`src/rtl/stack_ctrl_if.sv`:
```
// Control bundle between the stack-machine FSM and its datapath.
`timescale 1ns/1ps
interface stack_ctrl_if;
    logic [2:0] OPC;
    logic       IorD;
    logic       memRead;
    logic       memWrite;
    logic       IRWrite;
    logic       SrcA;
    logic       SrcB;
    logic       LdA;
    logic       LdB;
    logic       PCWrite;
    logic       PCSrc;
    logic       tos;
    logic       Push;
    logic       Pop;
    logic       PCWriteCond;
    logic       MtoS;
    logic [1:0] AluOP;
    logic [3:0] state;

    modport master (
        input  OPC,
        output IorD, memRead, memWrite, IRWrite,
        output SrcA, SrcB, LdA, LdB,
        output PCWrite, PCSrc, tos, Push, Pop,
        output PCWriteCond, MtoS, AluOP, state
    );

    modport slave (
        output OPC,
        input  IorD, memRead, memWrite, IRWrite,
        input  SrcA, SrcB, LdA, LdB,
        input  PCWrite, PCSrc, tos, Push, Pop,
        input  PCWriteCond, MtoS, AluOP, state
    );
endinterface

```
`src/rtl/stack_ctrl.sv`:
```
// Multi-cycle Moore controller for a stack-machine datapath.
`timescale 1ns/1ps
module stack_ctrl (
    input  logic         clk,
    input  logic         rst,
    stack_ctrl_if.master bus
);
    typedef enum logic [3:0] {
        ST_INIT  = 4'd0,
        ST_IF    = 4'd1,
        ST_ID    = 4'd2,
        ST_POPA  = 4'd3,
        ST_POPB  = 4'd4,
        ST_EXE   = 4'd5,
        ST_WB    = 4'd6,
        ST_MEMRD = 4'd7,
        ST_PUSHM = 4'd8,
        ST_MEMWR = 4'd9,
        ST_JMP   = 4'd10,
        ST_TOSZ  = 4'd11,
        ST_JZ    = 4'd12
    } state_e;

    logic [3:0] state_q;
    logic [3:0] state_d;

    always_ff @(posedge clk or negedge rst) begin
        if (!rst) state_q <= ST_INIT;
        else      state_q <= state_d;
    end

    assign bus.state = state_q;

    always_comb begin
        state_d         = ST_INIT;
        bus.IorD        = 1'b0;
        bus.memRead     = 1'b0;
        bus.memWrite    = 1'b0;
        bus.IRWrite     = 1'b0;
        bus.SrcA        = 1'b0;
        bus.SrcB        = 1'b0;
        bus.LdA         = 1'b0;
        bus.LdB         = 1'b0;
        bus.PCWrite     = 1'b0;
        bus.PCSrc       = 1'b0;
        bus.tos         = 1'b0;
        bus.Push        = 1'b0;
        bus.Pop         = 1'b0;
        bus.PCWriteCond = 1'b0;
        bus.MtoS        = 1'b0;
        bus.AluOP       = 2'b00;
        case (state_q)
            ST_INIT: state_d = ST_IF;
            ST_IF: begin
                // PC <- PC + 1 while the instruction is fetched
                bus.memRead = 1'b1;
                bus.IRWrite = 1'b1;
                bus.SrcA    = 1'b1;
                bus.SrcB    = 1'b1;
                bus.PCWrite = 1'b1;
                state_d     = ST_ID;
            end
            ST_ID: begin
                unique case (1'b1)
                    bus.OPC == 3'b100: state_d = ST_MEMRD;
                    bus.OPC == 3'b110: state_d = ST_JMP;
                    bus.OPC == 3'b111: state_d = ST_TOSZ;
                    default:           state_d = ST_POPA;
                endcase
            end
            ST_POPA: begin
                bus.tos = 1'b1;
                bus.LdA = 1'b1;
                bus.Pop = 1'b1;
                unique case (1'b1)
                    bus.OPC == 3'b011: state_d = ST_EXE;
                    bus.OPC == 3'b101: state_d = ST_MEMWR;
                    default:           state_d = ST_POPB;
                endcase
            end
            ST_POPB: begin
                bus.tos = 1'b1;
                bus.LdB = 1'b1;
                bus.Pop = 1'b1;
                state_d = ST_EXE;
            end
            ST_EXE: begin
                bus.AluOP = bus.OPC[1:0];
                state_d   = ST_WB;
            end
            ST_WB: begin
                bus.Push = 1'b1;
                state_d  = ST_IF;
            end
            ST_MEMRD: begin
                bus.IorD    = 1'b1;
                bus.memRead = 1'b1;
                state_d     = ST_PUSHM;
            end
            ST_PUSHM: begin
                bus.Push = 1'b1;
                bus.MtoS = 1'b1;
                state_d  = ST_IF;
            end
            ST_MEMWR: begin
                bus.IorD     = 1'b1;
                bus.memWrite = 1'b1;
                state_d      = ST_IF;
            end
            ST_JMP: begin
                bus.PCWrite = 1'b1;
                bus.PCSrc   = 1'b1;
                state_d     = ST_IF;
            end
            ST_TOSZ: begin
                // Z samples the top of stack without popping it
                bus.tos = 1'b1;
                state_d = ST_JZ;
            end
            ST_JZ: begin
                bus.PCWriteCond = 1'b1;
                bus.PCSrc       = 1'b1;
                state_d         = ST_IF;
            end
            default: state_d = ST_INIT;
        endcase
    end
endmodule

```
`src/flat_wrapper.sv`:
```
// flat-port wrapper written by rule: the top's interface ports become plain ports
module stack_ctrl_flat 
  (clk, rst, bus_OPC, bus_IorD, bus_memRead, bus_memWrite, bus_IRWrite, bus_SrcA, bus_SrcB, bus_LdA, bus_LdB, bus_PCWrite, bus_PCSrc, bus_tos, bus_Push, bus_Pop, bus_PCWriteCond, bus_MtoS, bus_AluOP, bus_state);
  stack_ctrl_if bus_i ();
  input  logic clk;
  input  logic rst;
  input wire logic [$bits(bus_i.OPC)-1:0] bus_OPC;
  output wire logic [$bits(bus_i.IorD)-1:0] bus_IorD;
  output wire logic [$bits(bus_i.memRead)-1:0] bus_memRead;
  output wire logic [$bits(bus_i.memWrite)-1:0] bus_memWrite;
  output wire logic [$bits(bus_i.IRWrite)-1:0] bus_IRWrite;
  output wire logic [$bits(bus_i.SrcA)-1:0] bus_SrcA;
  output wire logic [$bits(bus_i.SrcB)-1:0] bus_SrcB;
  output wire logic [$bits(bus_i.LdA)-1:0] bus_LdA;
  output wire logic [$bits(bus_i.LdB)-1:0] bus_LdB;
  output wire logic [$bits(bus_i.PCWrite)-1:0] bus_PCWrite;
  output wire logic [$bits(bus_i.PCSrc)-1:0] bus_PCSrc;
  output wire logic [$bits(bus_i.tos)-1:0] bus_tos;
  output wire logic [$bits(bus_i.Push)-1:0] bus_Push;
  output wire logic [$bits(bus_i.Pop)-1:0] bus_Pop;
  output wire logic [$bits(bus_i.PCWriteCond)-1:0] bus_PCWriteCond;
  output wire logic [$bits(bus_i.MtoS)-1:0] bus_MtoS;
  output wire logic [$bits(bus_i.AluOP)-1:0] bus_AluOP;
  output wire logic [$bits(bus_i.state)-1:0] bus_state;
  assign bus_i.OPC = bus_OPC;
  assign bus_IorD = bus_i.IorD;
  assign bus_memRead = bus_i.memRead;
  assign bus_memWrite = bus_i.memWrite;
  assign bus_IRWrite = bus_i.IRWrite;
  assign bus_SrcA = bus_i.SrcA;
  assign bus_SrcB = bus_i.SrcB;
  assign bus_LdA = bus_i.LdA;
  assign bus_LdB = bus_i.LdB;
  assign bus_PCWrite = bus_i.PCWrite;
  assign bus_PCSrc = bus_i.PCSrc;
  assign bus_tos = bus_i.tos;
  assign bus_Push = bus_i.Push;
  assign bus_Pop = bus_i.Pop;
  assign bus_PCWriteCond = bus_i.PCWriteCond;
  assign bus_MtoS = bus_i.MtoS;
  assign bus_AluOP = bus_i.AluOP;
  assign bus_state = bus_i.state;
  stack_ctrl u_core (.clk(clk), .rst(rst), .bus(bus_i));
endmodule
```
`config.mk`:
```
export PLATFORM = sky130hd
export DESIGN_NAME = stack_ctrl_flat
export DESIGN_NICKNAME = d
export VERILOG_FILES = /design/src/rtl/stack_ctrl_if.sv /design/src/rtl/stack_ctrl.sv /design/src/flat_wrapper.sv
export SDC_FILE = /design/constraint.sdc
export NUM_CORES = 1
export LEC_CHECK = 0
export ABC_AREA = 1
export CORE_AREA = 2 2 39 41
export DETAILED_ROUTE_END_ITERATION = 7
export DIE_AREA = 0 0 41 43
export MAX_ROUTING_LAYER = met4
export PLACE_DENSITY_LB_ADDON = 0.25
export SYNTH_ARGS = -nofsm -noshare
export SYNTH_HDL_FRONTEND = slang
export SYNTH_SLANG_ARGS = --single-unit
```
`constraint.sdc`:
```
create_clock -name clk -period 3 [get_ports clk]
set_input_delay 0.6 -clock clk [delete_from_list [all_inputs] [get_ports clk]]
set_output_delay 0.6 -clock clk [all_outputs]
set_load 0.005 [all_outputs]
```
==> results of run 1 <==
==> worst register-to-register path, cell delays in order (launching register included) <==
cell	delay [ns]
dfrtp_1	0.43
nor2_2	0.24
nand2_1	0.14
nor2_1	0.14
nor2_1	0.05
nand2_1	0.08
==> stage by stage <==
stage | setup WS, ns | total power [mW] | utilization [%] | area (µm²) | instances
floorplan | 1.46 | 0.333 | - | 404 | 76
global placement | 0.615 | 0.567 | 47.6 | 659 | 115
detailed placement | 0.587 | 0.571 | 47.6 | 659 | 115
CTS | 0.571 | 0.641 | 49.3 | 682 | 118
global route | 0.520 | 0.706 | 49.3 | 682 | 118
finish | 0.571 | 0.634 | 49.3 | 682 | 118
==> logic make-up (layout without fill, tap and decap cells) <==
kind of cell	Yosys count	count (layout)	share of synthesized area [%]
AO/OA/AOI/OAI	1	1	2.17
buffers and inverters	19	45	19.5
flip-flops	4	4	24.8
AND/OR/NAND/NOR	52	52	53.6
==> routing by layer <==
metal | global-route usage, % | wire length (µm) | vias to the layer above
met5 | - | 0 | -
met4 | 2.00 | 0 | 0
met3 | 7.85 | 90 | 0
met2 | 23.8 | 562 | 21
met1 | 16.9 | 460 | 231
li1 | - | - | 276
==> layout by cell type (no fill, tap or decap), drive strengths merged <==
| master | count |
|---|---|
| clkdlybuf4s50 | 25 |
| dfrtp | 4 |
| nor2 | 12 |
| nand4 | 1 |
| nor3 | 1 |
| clkbuf | 3 |
| nand3 | 8 |
| o21ai | 1 |
| nand2 | 30 |
| inv | 17 |
==> how the worst max path moves through the flow <==
stage,end,slack [ns],cells past startpoint
finish,bus_AluOP[1],0.57,4
global route,bus_AluOP[1],0.52,4
CTS,bus_AluOP[1],0.57,4
detailed placement,bus_AluOP[1],0.59,4
global placement,bus_AluOP[1],0.61,4
floorplan,bus_SrcA,1.46,4
==> cell usage after synthesis, drive strengths merged <==
cell	instances	area, µm²
nand3	8	40.0
nand4	1	6.26
dfrtp	4	100
buf	2	15.0
nand2	30	113
inv	17	63.8
nor2	12	52.6
nor3	1	5.00
o21ai	1	8.76
==> report_power, final <==
part | total [mW] | switching [mW] | internal [mW]
sequential | 0.116 | 0.0361 | 0.0796
clock | 0.0666 | 0.0219 | 0.0447
combinational | 0.451 | 0.204 | 0.247
total | 0.634 | 0.262 | 0.371
==> cell type report <==
cell class | count | area [µm²]
Multi-Input combinational cell | 53 | 225
Sequential cell | 4 | 100
Clock buffer | 3 | 22.5
Inverter | 17 | 63.8
Tap cell | 16 | 20.0
Timing Repair Buffer | 25 | 250
Fill cell | 156 | 702
==> results.md, run 1 <==
* Run status: complete, no violations
* Top cell by count, worst path: clkdlybuf4s50_1
* Cell Rows at 14
* CP Class: in2out
* Flops & latches, synth at 4
* Fin crit share at 81.0%
* IO Port Bufs at 25
* Peak supply drop at 0.000483 V
* Core area at 1380 µm²
* Clock transition at the registers of the reported paths at 0.04 ns
* Detailed-route via count at 528
* Clock buffer depth at 2
* CTS tree: yes
* Sequential fraction of the synthesis area at 24.8%
* First DRT Iteration DRCs at 3
* I/O pin count at 26
* Area Overhead vs Synth at 68.7%
* Reg-to-reg endpoint: u_core.bus.state[0]
* RD Place Congestion at 0.857
* Post-CTS Setup Bufs at 0
* Clock Latency Late Sink at 0.24 ns
* Synth warnings at 0
* Total GRT Usage at 15.1%
* CTS sink count at 4
* CP Max Fanout at 4
* Clk_skew at 0.00677 ns
* Tmin final at 2.43 ns
* Die width at 41 µm
* Mapped Avg Cell Area at 5.32 µm²
* Die area at 1760 µm²
* Nets at 109
* Hold buffers post-CTS at 0
* Die Height at 43 µm
* Area of the mapped netlist at 404 µm²
* Via count of the first global-routing pass at 460
* CP arrival at 1.83 ns
* R2r startpoint: u_core.bus.state[3]
* DRT Wirelength at 1110 µm
* Post_cts resized at 0
* Worst reg-to-reg path cell count at 5
* Critical Path End Type: output port
* CP startpoint: bus_OPC[1]
* Cell family with most CP delay: buffers and inverters
* Syn_nets at 81
* Setup TNS at 0 ns
* TritonCTS Buffers at 3
* Share of cells above drive strength 1 at 7.84%
* DP HPWL at 948 µm
* DRT Pass-1 Iters at 4
* Initial antenna violation count at 0
* Crit path cell chain: clkdlybuf4s50_1, inv_1, nor2_1, clkdlybuf4s50_1
* Hold WS at 0.559 ns
* Largest net degree at the start of global routing at 7
* Max Cap Viol at 0
* Power per cell area at 929 nW/µm²
* Fin. max-slew vios at 0
* Crit path launch type: input pin
* Residual DRC at 0
* WL per Instance at 9.42 µm
* Critical path buffers and inverters at 3
* Worst hold-check path type: in2async
* RSZ-0062 raised after global routing: no
* Final hold violation count at 0
* Fmax at 412 MHz
* CTS root buf: clkbuf_4
* Crit path largest cell delay at 0.53 ns
* Slew HR at 82.6%
* Initial Util at 29.2%
* Synth Instances at 76
* DRT antenna net count at 0
* Via density at 4.47
* Critical path's slowest cell: clkdlybuf4s50_1
* First-pass GRT wire length at 1750 µm
* H-tree lvl count at 1
* Antenna Cells at 0
* Reg2Reg Setup Slack at 1.87 ns
* Slew @ Worst Pin at 0.259 ns
* Remaining Overflow, GRT at 0
* Worst Path Required at 2.40 ns
* Final setup violation count at 0
* Netlist cell types at 11
* Lkg Pwr at 0.408 nW
* Max reg flops at 4
No activity file was read; power rests on OpenSTA's default activity.
==> inputs of run 2 (changes only) <==
clock period = 2.4 ns   (was 3 ns; I/O delays follow)
==> results of run 2 <==
The final DEF is identical to that of run 1. Status: complete, no violations.
Main changes from that run: setup slack after placement 0.587 ns -> 0.227 ns; setup slack after layout 0.571 ns -> 0.211 ns; hold slack 0.559 ns -> 0.439 ns; register-to-register setup slack 1.87 ns -> 1.27 ns; total power 0.634 mW -> 0.792 mW; worst IR drop on VDD 0.000483 V -> 0.000604 V
==> inputs of run 3 (changes only) <==
CTS_CLUSTER_SIZE = 28   (was unset)
==> results of run 3 <==
The final DEF is identical to that of run 1. Status: complete, no violations.
Main changes from that run: setup slack after placement 0.587 ns -> 0.227 ns; setup slack after layout 0.571 ns -> 0.211 ns; hold slack 0.559 ns -> 0.439 ns; register-to-register setup slack 1.87 ns -> 1.27 ns; total power 0.634 mW -> 0.792 mW; worst IR drop on VDD 0.000483 V -> 0.000604 V
